`src/rtl/log_scheduler_pkg.sv`:
```
// Shared constants for the log core scheduler.
// FSM encodings, default widths and a constant clog2 helper.
package log_scheduler_pkg;

  localparam int W_DEF = 14;

  localparam logic [1:0] S_IDLE   = 2'd0;
  localparam logic [1:0] S_LAUNCH = 2'd1;
  localparam logic [1:0] S_WAIT   = 2'd2;
  localparam logic [1:0] S_DONE   = 2'd3;

  function automatic int clog2(input int v);
    int r;
    r = 0;
    while ((1 << r) < v) r++;
    return r;
  endfunction

endpackage

```
`src/rtl/log_scheduler_rr_pick.sv`:
```
// Combinational round-robin picker.
// Lowest offset from ptr (wrapping) wins.
module rr_pick #(
  parameter int N   = 4,
  parameter int IDW = 2
) (
  input  logic [N-1:0]   req,
  input  logic [IDW-1:0] ptr,
  output logic [N-1:0]   grant,
  output logic [IDW-1:0] id,
  output logic           any
);

  int             k;
  logic [IDW-1:0] idx;

  always_comb begin
    grant = '0;
    id    = '0;
    any   = |req;
    k     = 0;
    idx   = '0;
    // walk from farthest to nearest so the nearest hit overwrites
    for (int i = N - 1; i >= 0; i--) begin
      k   = (int'(ptr) + i) % N;
      idx = IDW'(k);
      if (req[idx]) begin
        grant      = '0;
        grant[idx] = 1'b1;
        id         = idx;
      end
    end
  end

endmodule

```
`src/rtl/log_scheduler.sv`:
```
// Round-robin scheduler sharing one iterative log core.
// Owns core timing: start pulse, fixed latency count, result capture.
module log_scheduler
  import log_scheduler_pkg::*;
#(
  parameter int N_REQ       = 4,
  parameter int W           = W_DEF,
  parameter int LOG_LATENCY = 12,
  parameter int IDW         = 2
) (
  input  logic               clk,
  input  logic               reset,
  input  logic [N_REQ-1:0]   req,
  input  logic [N_REQ*W-1:0] req_x,
  output logic [N_REQ-1:0]   ack,
  output logic               res_valid,
  output logic [IDW-1:0]     res_id,
  output logic [W-1:0]       res_x,
  output logic [W-1:0]       res_y,
  output logic               res_err,
  output logic               busy,
  output logic [W-1:0]       log_x0,
  output logic               log_start,
  input  logic [W-1:0]       log_xf,
  input  logic [W-1:0]       log_yf
);

  localparam int CW0 = clog2(LOG_LATENCY);
  localparam int CW  = (CW0 < 1) ? 1 : CW0;

  logic [1:0]       state_q, state_d;
  logic [IDW-1:0]   ptr_q, ptr_d;
  logic [IDW-1:0]   gid_q, gid_d;
  logic [CW-1:0]    cnt_q, cnt_d;
  logic [N_REQ-1:0] ack_q, ack_d;
  logic             res_valid_q, res_valid_d;
  logic [IDW-1:0]   res_id_q, res_id_d;
  logic [W-1:0]     res_x_q, res_x_d;
  logic [W-1:0]     res_y_q, res_y_d;
  logic             res_err_q, res_err_d;
  logic             busy_q, busy_d;
  logic [W-1:0]     log_x0_q, log_x0_d;
  logic             log_start_q, log_start_d;

  logic [N_REQ-1:0] pick_oh;
  logic [IDW-1:0]   pick_id;
  logic             pick_any;
  logic [W-1:0]     pick_x;

  rr_pick #(
    .N   (N_REQ),
    .IDW (IDW)
  ) u_pick (
    .req   (req),
    .ptr   (ptr_q),
    .grant (pick_oh),
    .id    (pick_id),
    .any   (pick_any)
  );

  assign pick_x = req_x[pick_id*W +: W];

  always_comb begin
    state_d     = state_q;
    ptr_d       = ptr_q;
    gid_d       = gid_q;
    cnt_d       = cnt_q;
    ack_d       = '0;
    res_valid_d = 1'b0;
    res_id_d    = res_id_q;
    res_x_d     = res_x_q;
    res_y_d     = res_y_q;
    res_err_d   = 1'b0;
    log_x0_d    = log_x0_q;
    log_start_d = 1'b0;
    unique case (state_q)
      S_IDLE: begin
        if (pick_any) begin
          gid_d = pick_id;
          ack_d = pick_oh;
          if (pick_x != '0) begin
            state_d     = S_LAUNCH;
            log_start_d = 1'b1;
            log_x0_d    = pick_x;
          end else begin
            // zero operand: answer directly, core untouched
            state_d     = S_DONE;
            res_valid_d = 1'b1;
            res_err_d   = 1'b1;
            res_id_d    = pick_id;
            res_x_d     = '0;
            res_y_d     = '0;
          end
        end
      end
      S_LAUNCH: begin
        cnt_d   = CW'(LOG_LATENCY - 1);
        state_d = S_WAIT;
      end
      S_WAIT: begin
        if (cnt_q == '0) begin
          state_d     = S_DONE;
          res_valid_d = 1'b1;
          res_id_d    = gid_q;
          res_x_d     = log_xf;
          res_y_d     = log_yf;
        end else begin
          cnt_d = cnt_q - 1'b1;
        end
      end
      S_DONE: begin
        ptr_d   = (gid_q == IDW'(N_REQ - 1)) ? '0 : gid_q + 1'b1;
        state_d = S_IDLE;
      end
      default: state_d = S_IDLE;
    endcase
    busy_d = (state_d != S_IDLE);
  end

  always_ff @(posedge clk) begin
    if (reset) begin
      state_q     <= S_IDLE;
      ptr_q       <= '0;
      gid_q       <= '0;
      cnt_q       <= '0;
      ack_q       <= '0;
      res_valid_q <= 1'b0;
      res_id_q    <= '0;
      res_x_q     <= '0;
      res_y_q     <= '0;
      res_err_q   <= 1'b0;
      busy_q      <= 1'b0;
      log_x0_q    <= '0;
      log_start_q <= 1'b0;
    end else begin
      state_q     <= state_d;
      ptr_q       <= ptr_d;
      gid_q       <= gid_d;
      cnt_q       <= cnt_d;
      ack_q       <= ack_d;
      res_valid_q <= res_valid_d;
      res_id_q    <= res_id_d;
      res_x_q     <= res_x_d;
      res_y_q     <= res_y_d;
      res_err_q   <= res_err_d;
      busy_q      <= busy_d;
      log_x0_q    <= log_x0_d;
      log_start_q <= log_start_d;
    end
  end

  assign ack       = ack_q;
  assign res_valid = res_valid_q;
  assign res_id    = res_id_q;
  assign res_x     = res_x_q;
  assign res_y     = res_y_q;
  assign res_err   = res_err_q;
  assign busy      = busy_q;
  assign log_x0    = log_x0_q;
  assign log_start = log_start_q;

endmodule

```
`config.mk`:
```
export PLATFORM = sky130hd
export DESIGN_NAME = log_scheduler
export DESIGN_NICKNAME = d
export VERILOG_FILES = /design/src/rtl/log_scheduler_pkg.sv /design/src/rtl/log_scheduler_rr_pick.sv /design/src/rtl/log_scheduler.sv
export SDC_FILE = /design/constraint.sdc
export NUM_CORES = 1
export LEC_CHECK = 0
export ABC_CLOCK_PERIOD_IN_PS = 6000
export BUFFER_PORTS_ARGS = -buffer_cell sky130_fd_sc_hd__clkbuf_2
export CAP_MARGIN = 0
export CORE_MARGIN = 1.5
export CORE_UTILIZATION = 53
export CTS_CLUSTER_DIAMETER = 40
export DETAILED_ROUTE_END_ITERATION = 6
export PLACE_DENSITY = 0.86
export SYNTH_ARGS = -nofsm -noshare
export SYNTH_HDL_FRONTEND = slang
export SYNTH_SLANG_ARGS = --single-unit
```
`constraint.sdc`:
```
create_clock -name clk -period 6 [get_ports clk]
set_input_delay 0.6 -clock clk [delete_from_list [all_inputs] [get_ports clk]]
set_output_delay 0.6 -clock clk [all_outputs]
set_load 0.02 [all_outputs]
```
; ---- Yosys cells after proc, flatten, opt, wreduce, memory -nomap -nowiden
; Cells that the tools add are included.
; W data, S select, Z words.
[classes]
n_shift = 1
order_cmp = 8
n_mux = 46
add_sub_neg = 5
eq_ne = 8
multipliers = 1
n_reduce_logical = 17
bitwise_logic = 2
[ops]
columns = op, n
row1 = $mux W14, 4
row2 = $pmux W14 S2, 2
row3 = $shiftx A56 B7 Y14, 1
row4 = $mux W2, 11
row5 = $mux W4, 5
row6 = $reduce_bool A14 Y1, 1
row7 = $lt A2 B3 Y1 const B, 4
row8 = $mux W1, 12
row9 = $bmux W1 S2, 4
row10 = $demux W1 S2, 4
row11 = $ge A2 B1 Y1 const B, 4
row12 = $ne A2 B2 Y1 const B, 4
row13 = $pmux W2 S4, 1
row14 = $pmux W4 S2, 1
row15 = $eq A2 B2 Y1 const B, 3
row16 = $reduce_bool A2 Y1, 3
row17 = $mul A2 B3 Y5 const B, 1
row18 = $add A2 B1 Y2 const B, 2
row19 = $add A2 B2 Y2 const B, 2
row20 = $logic_and A1 B1 Y1, 4
row21 = $logic_not A4 Y1, 1
row22 = $pmux W2 S2, 1
row23 = $reduce_and A2 Y1, 2
row24 = $reduce_and A4 Y1, 1
row25 = 9 further kinds, 10
[totals]
register_bits = 62
output_inout_bits = 52
input_bits = 90
wordCells = 101

; ---- Depth between registers and ports, before layout
; Gate-level depths: netlist of run 1.
[logic_depth]
word_depth = 14
depth_mapped = 17

; ---- Hierarchy
; A second synthesis of run 1 with hierarchy kept.
[hier_totals]
cells_unflattened = 353
area_unflattened_um2 = 3502.1
[modules_own_cells]
columns = module, instances, cells_per_inst, area_each_um2
row1 = log_scheduler, 1, 291, 3004.1
row2 = rr_pick, 1, 62, 498.0

; ---- Worst setup path before layout of run 1
; OpenSTA, ideal clock, no wires.
[synth_timing]
path_kind = reg-to-reg
from = register ptr_q[1]
to = register res_x_q[10] (netlist: res_x[10])
period_less_slack_ns = 3.752
n_path_buf = 4
setup_slack_ns = 2.248
stages_incl_launch_ff = 15
t_arrival_ns = 3.620
setup_time_ns = 0.132
path_cell_list = dfxtp_1 -> buf_2 -> inv_1 -> ha_1 -> clkbuf_1 -> mux4_2 -> a31o_2 -> a21oi_2 -> mux2_2 -> nor4_4 -> a41oi_1 -> buf_2 -> buf_2 -> o21ai_1 -> a21oi_1
[synth_via]
elab_chain_len = 12
elab_cells_between_ends = 20
[synth_rtl]
columns = item, line
row1 = "start, declared", log_scheduler.sv:32  ; logic [IDW-1:0] ptr_q, ptr_d;
row2 = "start signal, assigned", log_scheduler.sv:137  ; ptr_q <= ptr_d;
row3 = $add A2 B2 Y2, log_scheduler_rr_pick.sv:25  ; k = (int'(ptr) + i) % N;
row4 = $bmux W1 S2, log_scheduler_rr_pick.sv:27  ; if (req[idx]) begin
row5 = $mux W1 (not written as such), log_scheduler_rr_pick.sv:27
row6 = $mux W2 (3 in a row), log_scheduler_rr_pick.sv:27
row7 = $mux W2 (*), log_scheduler_rr_pick.sv:27
row8 = $mul A2 B3 Y5 (*), log_scheduler.sv:61  ; assign pick_x = req_x[pick_id*W +: W];
row9 = $shiftx A56 B7 Y14 (*), log_scheduler.sv:61
row10 = $reduce_bool A14 Y1 (*), log_scheduler.sv:81  ; if (pick_x != '0) begin
row11 = $ne A2 B2 Y1 (no line) (*), --
row12 = $reduce_and A4 Y1 (no line) (*), --
row13 = "end signal, assigned", log_scheduler.sv:143  ; res_x_q <= res_x_d;
row14 = "end, declared", log_scheduler.sv:38  ; logic [W-1:0] res_x_q, res_x_d;
; Mark *: on every way between the ends. The rest lies on a longest branch, timed or not. The select of a mux whose other input is x is not followed.
; A chain may end at the register's enable or synchronous reset.

; ---- Worst setup path after layout of run 1
[layout_timing]
from = register ptr_q[0]
to = register res_y_q[2] (netlist: res_y[2])
[layout_via]
elab_chain_len = 12
elab_cells_between_ends = 20
[layout_rtl]
columns = item, line
row1 = $add A2 B2 Y2, log_scheduler_rr_pick.sv:25
row2 = $bmux W1 S2, log_scheduler_rr_pick.sv:27
row3 = $mux W1 (not written as such), log_scheduler_rr_pick.sv:27
row4 = $mux W2 (3 in a row), log_scheduler_rr_pick.sv:27
row5 = $mux W2 (*), log_scheduler_rr_pick.sv:27
row6 = $mul A2 B3 Y5 (*), log_scheduler.sv:61
row7 = $shiftx A56 B7 Y14 (*), log_scheduler.sv:61
row8 = $reduce_bool A14 Y1 (*), log_scheduler.sv:81
row9 = $ne A2 B2 Y1 (no line) (*), --
row10 = $reduce_and A4 Y1 (no line) (*), --
row11 = "end signal, assigned", log_scheduler.sv:144  ; res_y_q <= res_y_d;
row12 = "end, declared", log_scheduler.sv:39  ; logic [W-1:0] res_y_q, res_y_d;
; Marks and branches as above.

==> metrics, run 1 <==
per-cell via count in the routed design just under 6; maximum operating frequency a little under 200 MHz; startpoint of the worst-slack reg-to-reg timing path ptr_q[0]; category of the worst setup path capture point register; critical path arrival 5450 ps; cell type with the largest total area after synthesis dfxtp_1; Filler Cells Inserted slightly above 500; number of instances in the placed design between 600 and 700; startpoint-to-endpoint class of the critical path register to register; peak per-stage delay on the critical path 950 ps; routability-driven placement congestion ratio a little over 0.8; launching element type of the critical path register; net switching power about 0.00056 W; Worst R2R Setup Slack about 800 ps; Min Clock Period, post-route roughly 5200 ps; number of CTS-inserted buffers 9; Cell Rows 29; fin util 0.6902; power density over the cells about 320 mW/mm^2; Crit Path Max Fanout 29; transition time at the pin with the least slew margin 1194 ps; H-Tree Depth 3; count of vias placed by the detailed router between 3,000 and 4,000; post-synthesis instance area about 0.0035 sq mm; Post-synth top flop dfxtp_1; clock root buffer clkbuf_8; critical path cell sequence inv_1 > ha_1 > mux4_2 > a31o_2 > a21oi_2 > buf_4 > mux2i_1 > nor4_4 > a41oi_2 > o21ai_0 > a21oi_1; total clock sinks a little over 60; wire per inst between 10 and 15 um; total count of hold-check failures in the final report 0; Post-synth top cells 62 x dfxtp_1, 49 x mux2i_1, 40 x nor2_1; Worst R2R Path Depth 11; number of violations of the max-capacitance limit 0; first-pass iteration count of the detailed router 7; largest net degree at the start of global routing between 50 and 60; total routing resource utilization after global routing 0.2593; slowest cell on the critical path a41oi_2; Post-Synthesis Mean Instance Area 8.509 sq um; RSZ-0062 raised after global routing no; worst-case hold path end point res_y[11]; minimum hold slack roughly 480 ps; final count of pins violating max slew 0; post-synth net total ~520; setup fix buffers added after clock tree synthesis 0; asr flop ratio synth 0; Int Pwr between 0.0008 and 0.0009 W; global-route wire length before repair roughly 15,000 um; violated checks design-rule violations; number of buffers added on ports 141; worst voltage drop across the vdd grid 0.2198 mV; residual overflow from global routing 0; critical path buffer and inverter count 2; dominant cell by count in the synthesized netlist dfxtp_1; Worst-path clk slew about 80 ps; Slew HR 0.2039; proportion of total power due to net switching 0.3867; count of pins on the block boundary between 100 and 150; area enclosed by the die boundary between 0.007 and 0.008 sq mm; distinct cell type count of the synthesized netlist 49; number of cells on the worst hold path 2; number of hold-repair buffers added at the cts stage 0; clock network fraction of design power 0.266; y dimension of the die between 80 and 90 um; endpoint of the worst register-to-register path res_y[2]; TritonCTS clock tree built; share of post-route cells with drive strength above 1 0.3260; Data required, critical path approximately 6200 ps; Detailed Route WL ~9300 um; CTS Buffer Depth 2; source-to-sink clock delay at the later pin of the worst-skew pair 350 ps; post-detail-place hpwl between 6000 and 7000 um; DRT antenna net count 0; Area Overhead vs Synth 24.93%; number of instances in the synthesized netlist between 400 and 500; Net count, final between 600 and 700; setup TNS 0 ps; Setup violations, final 0; Yosys Warn Count 0; logic gate share of total power 0.382; worst hold start res_y[11]; static leakage power 1.998 nW; status finished, violations left; stages on the worst setup path 11; count of state elements after synthesis slightly above 60; Horiz. Die Dim approximately 85 um; DRC marker count from the first detailed-route iteration ~240; vias in the first global route ~3,400; post-cts sizing count 0; Core Area between 0.006 and 0.007 sq mm; ant diodes 0; path type of the worst min-delay path register to register; count of unresolved DRC violations after routing 6; post-route clock skew between 10 and 15 ps; initial core utilization 0.5525; overall power after layout about 0.0014 W; Top Family by Delay on Critical Path compound AO/OA/AOI/OAI gates; Sequential Power Share 0.352; ratio of final minimum period to clock period 0.8676; EDFF count, synth 0; Seq/Total Area, Yosys 0.3498; initial antenna violation count 0; post-synth top area share 0.3498; largest cells by area after synthesis dfxtp_1 35%, mux2i_1 14%, ha_1 4.9%; Post-Layout Cell Count slightly above 600
power by group through the flow:
stage               Combinational [W]  Sequential (W)  Clock (W)
global route                 0.000604        0.000510   0.000406
finish                       0.000549        0.000505   0.000381
CTS                          0.000547        0.000504   0.000384
global placement             0.000527        0.000509          0
detailed placement           0.000542        0.000512          0
floorplan                    0.000371        0.000547          0
worst max path at each step:
| stage | start | to | slack [ps] |
|---|---|---|---|
| 3_3_place_gp | ptr_q[0] | res_y[2] | 1250 |
| 2_1_floorplan | ptr_q[1] | res_x[10] | 2250 |
| 3_5_place_dp | ptr_q[0] | res_y[2] | 930 |
| 5_1_grt | ptr_q[0] | res_y[2] | 460 |
| 6_report | ptr_q[0] | res_y[2] | 790 |
| 4_1_cts | ptr_q[0] | res_y[2] | 860 |
worst reg2reg max path, delay by kind of cell (launching register included):
kind                       cells  cell delay [ps]
AOI/OAI and AO/OA              5             2210
adders and majority gates      1              520
muxes                          2              880
and+or+nand+nor                1              110
buffers and inverters          2              620
DFF                            1              760
layout by cell type (no fill, tap or decap), drive strengths merged, types with 3 or more instances in the layout:
cell type and count:
or4 6, a211oi 10, mux2i 49, inv 12, a22oi 4, nand2 26
clkinvlp 3, nand4 28, mux2 5, nor2 40, clkbuf 151, ha 14
dfxtp 62, and2 8, nor4 3, a21oi 35, buf 5, o21ai 38
nand2b 3, nand3 3, a31oi 8, a311oi 3
registers in the layout (all words and copies together) (netlist names):
register   cells
log_x0        14
res_x         14
gid_q          2
ptr_q          2
cnt_q          4
res_y         14
ack            4
res_err        1
res_valid      1
log_start      1
res_id         2
state_q        2
busy           1
cell type report:
| cell class | count | area, sq um | area share |
|---|---|---|---|
| inverters | 11 | 41.29 | 0.009314 |
| flip-flops and latches | 62 | 1241 | 0.2800 |
| clock buffers | 10 | 137.6 | 0.03105 |
| multi-input cells | 308 | 2103 | 0.4745 |
| well taps | 77 | 96.34 | 0.02173 |
| repair buffers | 146 | 743.2 | 0.1677 |
| clock inverters | 6 | 70.07 | 0.01581 |
kinds of logic after synthesis:
| group | synth area share |
|---|---|
| AOI/OAI and AO/OA | 0.2006 |
| adders and majority gates | 0.04937 |
| muxes | 0.1604 |
| and+or+nand+nor | 0.1795 |
| buffers and inverters | 0.06030 |
| DFF | 0.3498 |
routing by layer:
layer	up-vias	part of all wire	global-route usage
li1	1782	-	-
met4	0	0.0086	0.07750
met1	1655	0.43	0.3227
met2	151	0.50	0.4473
met3	9	0.060	0.06226
met5	-	0	0
metrics by stage:
| stage | setup WS (ps) | cell area (sq um) |
|---|---|---|
| after global routing | 457.0 | 4433 |
| after global placement | 1252 | 4225 |
| final | 794.1 | 4433 |
| after CTS | 862.2 | 4433 |
| after floorplan | 2248 | 3548 |
| after detailed placement | 926.6 | 4225 |
No activity file was read; power rests on OpenSTA's default activity.
==> run 2: changes to the inputs <==
ABC_CLOCK_PERIOD_IN_PS = 4900   (was 6000)
CORE_MARGIN = unset   (was 1.5)
CORE_UTILIZATION = 49   (was 53)
PLACE_DENSITY = 0.81   (was 0.86)
clock period = 4.9 ns   (was 6 ns; I/O delays follow)
==> run 2 against run 1 <==
The flow now finishes without violations. Sequential share of layout area decreased by 0.50 points. Non-clock buffer count increased by 5. Combinational power increased by 24%. Maximum frequency increased by 17%. Design area increased by 1.8%. Register-to-register slack got worse by 360 ps. Wire length decreased by 2.5%. Power increased by 25%. Clock skew decreased by 1.8 ps. Hold slack got worse by 73 ps. Flip-flop and latch count unchanged. First-iteration DRC count increased by 18%.
==> metrics, run 2 (same netlist as run 1, synthesis figures left out) <==
category of the worst setup path capture point register; residual overflow from global routing 0 (unchanged); critical path arrival 4670 ps (-780 ps); status finished clean; endpoint of the worst register-to-register path log_x0[3]; worst hold start log_xf[1]; TritonCTS clock tree built; setup fix buffers added after clock tree synthesis 0 (unchanged); Cell Rows 30 (+3.4%); clock root buffer clkbuf_8; startpoint of the worst-slack reg-to-reg timing path ptr_q[1]; first-pass iteration count of the detailed router 4 (-3); power density over the cells 397.9 mW/mm^2 (+23%); ant diodes 0 (unchanged); initial antenna violation count 0 (unchanged); maximum operating frequency 224.0 MHz (+17%); H-Tree Depth 3 (unchanged); launch point of the worst path ptr_q[1]; wire per inst 14.03 um (-5.9%); count of vias placed by the detailed router 3,602 (+0.14%); number of buffers added on ports 141 (unchanged); total routing resource utilization after global routing 0.2454 (-0.01397); worst voltage drop across the vdd grid 0.1955 mV (-11%); critical path cell sequence inv_1 > ha_1 > mux2_2 > o2111ai_1 > o311a_1 > buf_4 > mux2i_1 > mux2i_1 > nor4_4 > a31oi_2 > mux2i_1 > nor2_1; static leakage power 2.038 nW (+2.0%); launching element type of the critical path register; vias in the first global route 3,282 (-3.2%); DRC marker count from the first detailed-route iteration 281 (+18%); Detailed Route WL 9023 um (-2.5%); total clock sinks 62 (unchanged); y dimension of the die 87.10 um (+2.7%); number of violations of the max-capacitance limit 0 (unchanged); path type of the worst min-delay path primary input to register; transition time at the pin with the least slew margin 1188 ps (-5.872 ps); Min Clock Period, post-route 4463 ps (-742.5 ps); RSZ-0062 raised after global routing no; share of post-route cells with drive strength above 1 0.3272 (+0.001273); Net count, final 647 (+0.78%); Crit Path Max Fanout 27 (-6.9%); worst-case hold path end point res_x[1]; total count of hold-check failures in the final report 0 (unchanged); most frequent cells in the layout 141 x clkbuf_2, 62 x dfxtp_1, 49 x mux2i_1; Core Area 0.006907 sq mm (+7.5%); post-route clock skew 10.32 ps (-1.822 ps); routability-driven placement congestion ratio 0.8989 (+9.3%); Worst-path clk slew 70 ps (about the same); number of CTS-inserted buffers 9 (unchanged); slowest cell on the critical path a31oi_2; largest net degree at the start of global routing 59 (unchanged); Horiz. Die Dim 87.10 um (+2.7%); setup TNS 0 ps (unchanged); final count of pins violating max slew 0 (unchanged); global-route wire length before repair 14,700 um (-3.8%); ratio of final minimum period to clock period 0.9109 (+0.04324); area enclosed by the die boundary 0.007586 sq mm (+5.4%); minimum hold slack 406.3 ps (-73.45 ps); Area Overhead vs Synth 27.22%; Worst R2R Setup Slack 440 ps (-360 ps); Data required, critical path 5100 ps (-1140 ps); source-to-sink clock delay at the later pin of the worst-skew pair 330 ps (-20 ps); Slew HR 0.2078 (+0.003914); DRT antenna net count 0 (unchanged); number of cells on the worst hold path 3 (+1); count of unresolved DRC violations after routing 0 (-6); commonest non-fill, non-tap cell in the layout clkbuf_2; Worst R2R Path Depth 12 (+1); post-cts sizing count 0 (unchanged); Top Family by Delay on Critical Path compound AO/OA/AOI/OAI gates; critical path buffer and inverter count 2 (unchanged); post-detail-place hpwl 6498 um (-1.6%); initial core utilization 0.5138 (-0.03874); peak per-stage delay on the critical path 950 ps (about the same); startpoint-to-endpoint class of the critical path register to register; per-cell via count in the routed design 5.602 (-3.4%); count of pins on the block boundary 142 (unchanged); CTS Buffer Depth 2 (unchanged); cell repeated most along the worst path mux2i_1; number of hold-repair buffers added at the cts stage 0 (unchanged); Setup violations, final 0 (unchanged); overall power after layout 0.001796 W (+25%)
run 2: cell count changes in the layout (fill, tap and decap cells not counted), sizes merged:
cell      change
inv           -1
bufinv        +1
clkinvlp      -2
clkbuf        +2
clkinv        -1
buf           +5
run 2: stage by stage:
stage / area [sq um] / instances / utilization / worst slack (ps)
floorplan: 3548 / 417 / - / 1148
CTS: 4507 / 643 / 0.6525 / 296.6
finish: 4514 / 643 / 0.6536 / 436.7
detailed placement: 4284 / 628 / 0.6203 / 348.0
global route: 4514 / 643 / 0.6536 / 136.7
global placement: 4284 / 628 / 0.6203 / 530.8
run 2: final cells by class:
class | count | area (sq um)
clock inverter | 3 | 67.56
clock buffer | 12 | 155.1
tap | 96 | 120.1
multi-input combinational | 308 | 2108
fill | 622 | 2392
sequential | 62 | 1241
inverter | 11 | 41.29
timing repair buffer | 151 | 780.7
run 2: metal layers:
layer  vias to the layer above  global-route usage  share of wire
met3                        13             0.05592          0.059
met4                         0             0.09538          0.015
li1                       1786                   -              -
met5                         -                   0              0
met2                       129              0.4130           0.49
met1                      1674              0.3051           0.44
run 2: power breakdown:
group	switching [W]	internal, W	leakage, nW
registers	0.0000438	0.000570	0.505
logic	0.000417	0.000265	1.42
clock network	0.000188	0.000312	0.109
run 2: worst max path at each step:
stage | end | slack (ps) | cells past startpoint
global route | log_x0[2] | 140 | 12
floorplan | res_x[10] | 1150 | 14
global placement | res_id[0] | 530 | 12
detailed placement | res_id[0] | 350 | 12
CTS | res_id[0] | 300 | 12
finish | log_x0[3] | 440 | 12
run 2: tightest hold or removal path: stages:
cell	delay (ps)
clkbuf_2	80
nand4_1	70
a21oi_1	60
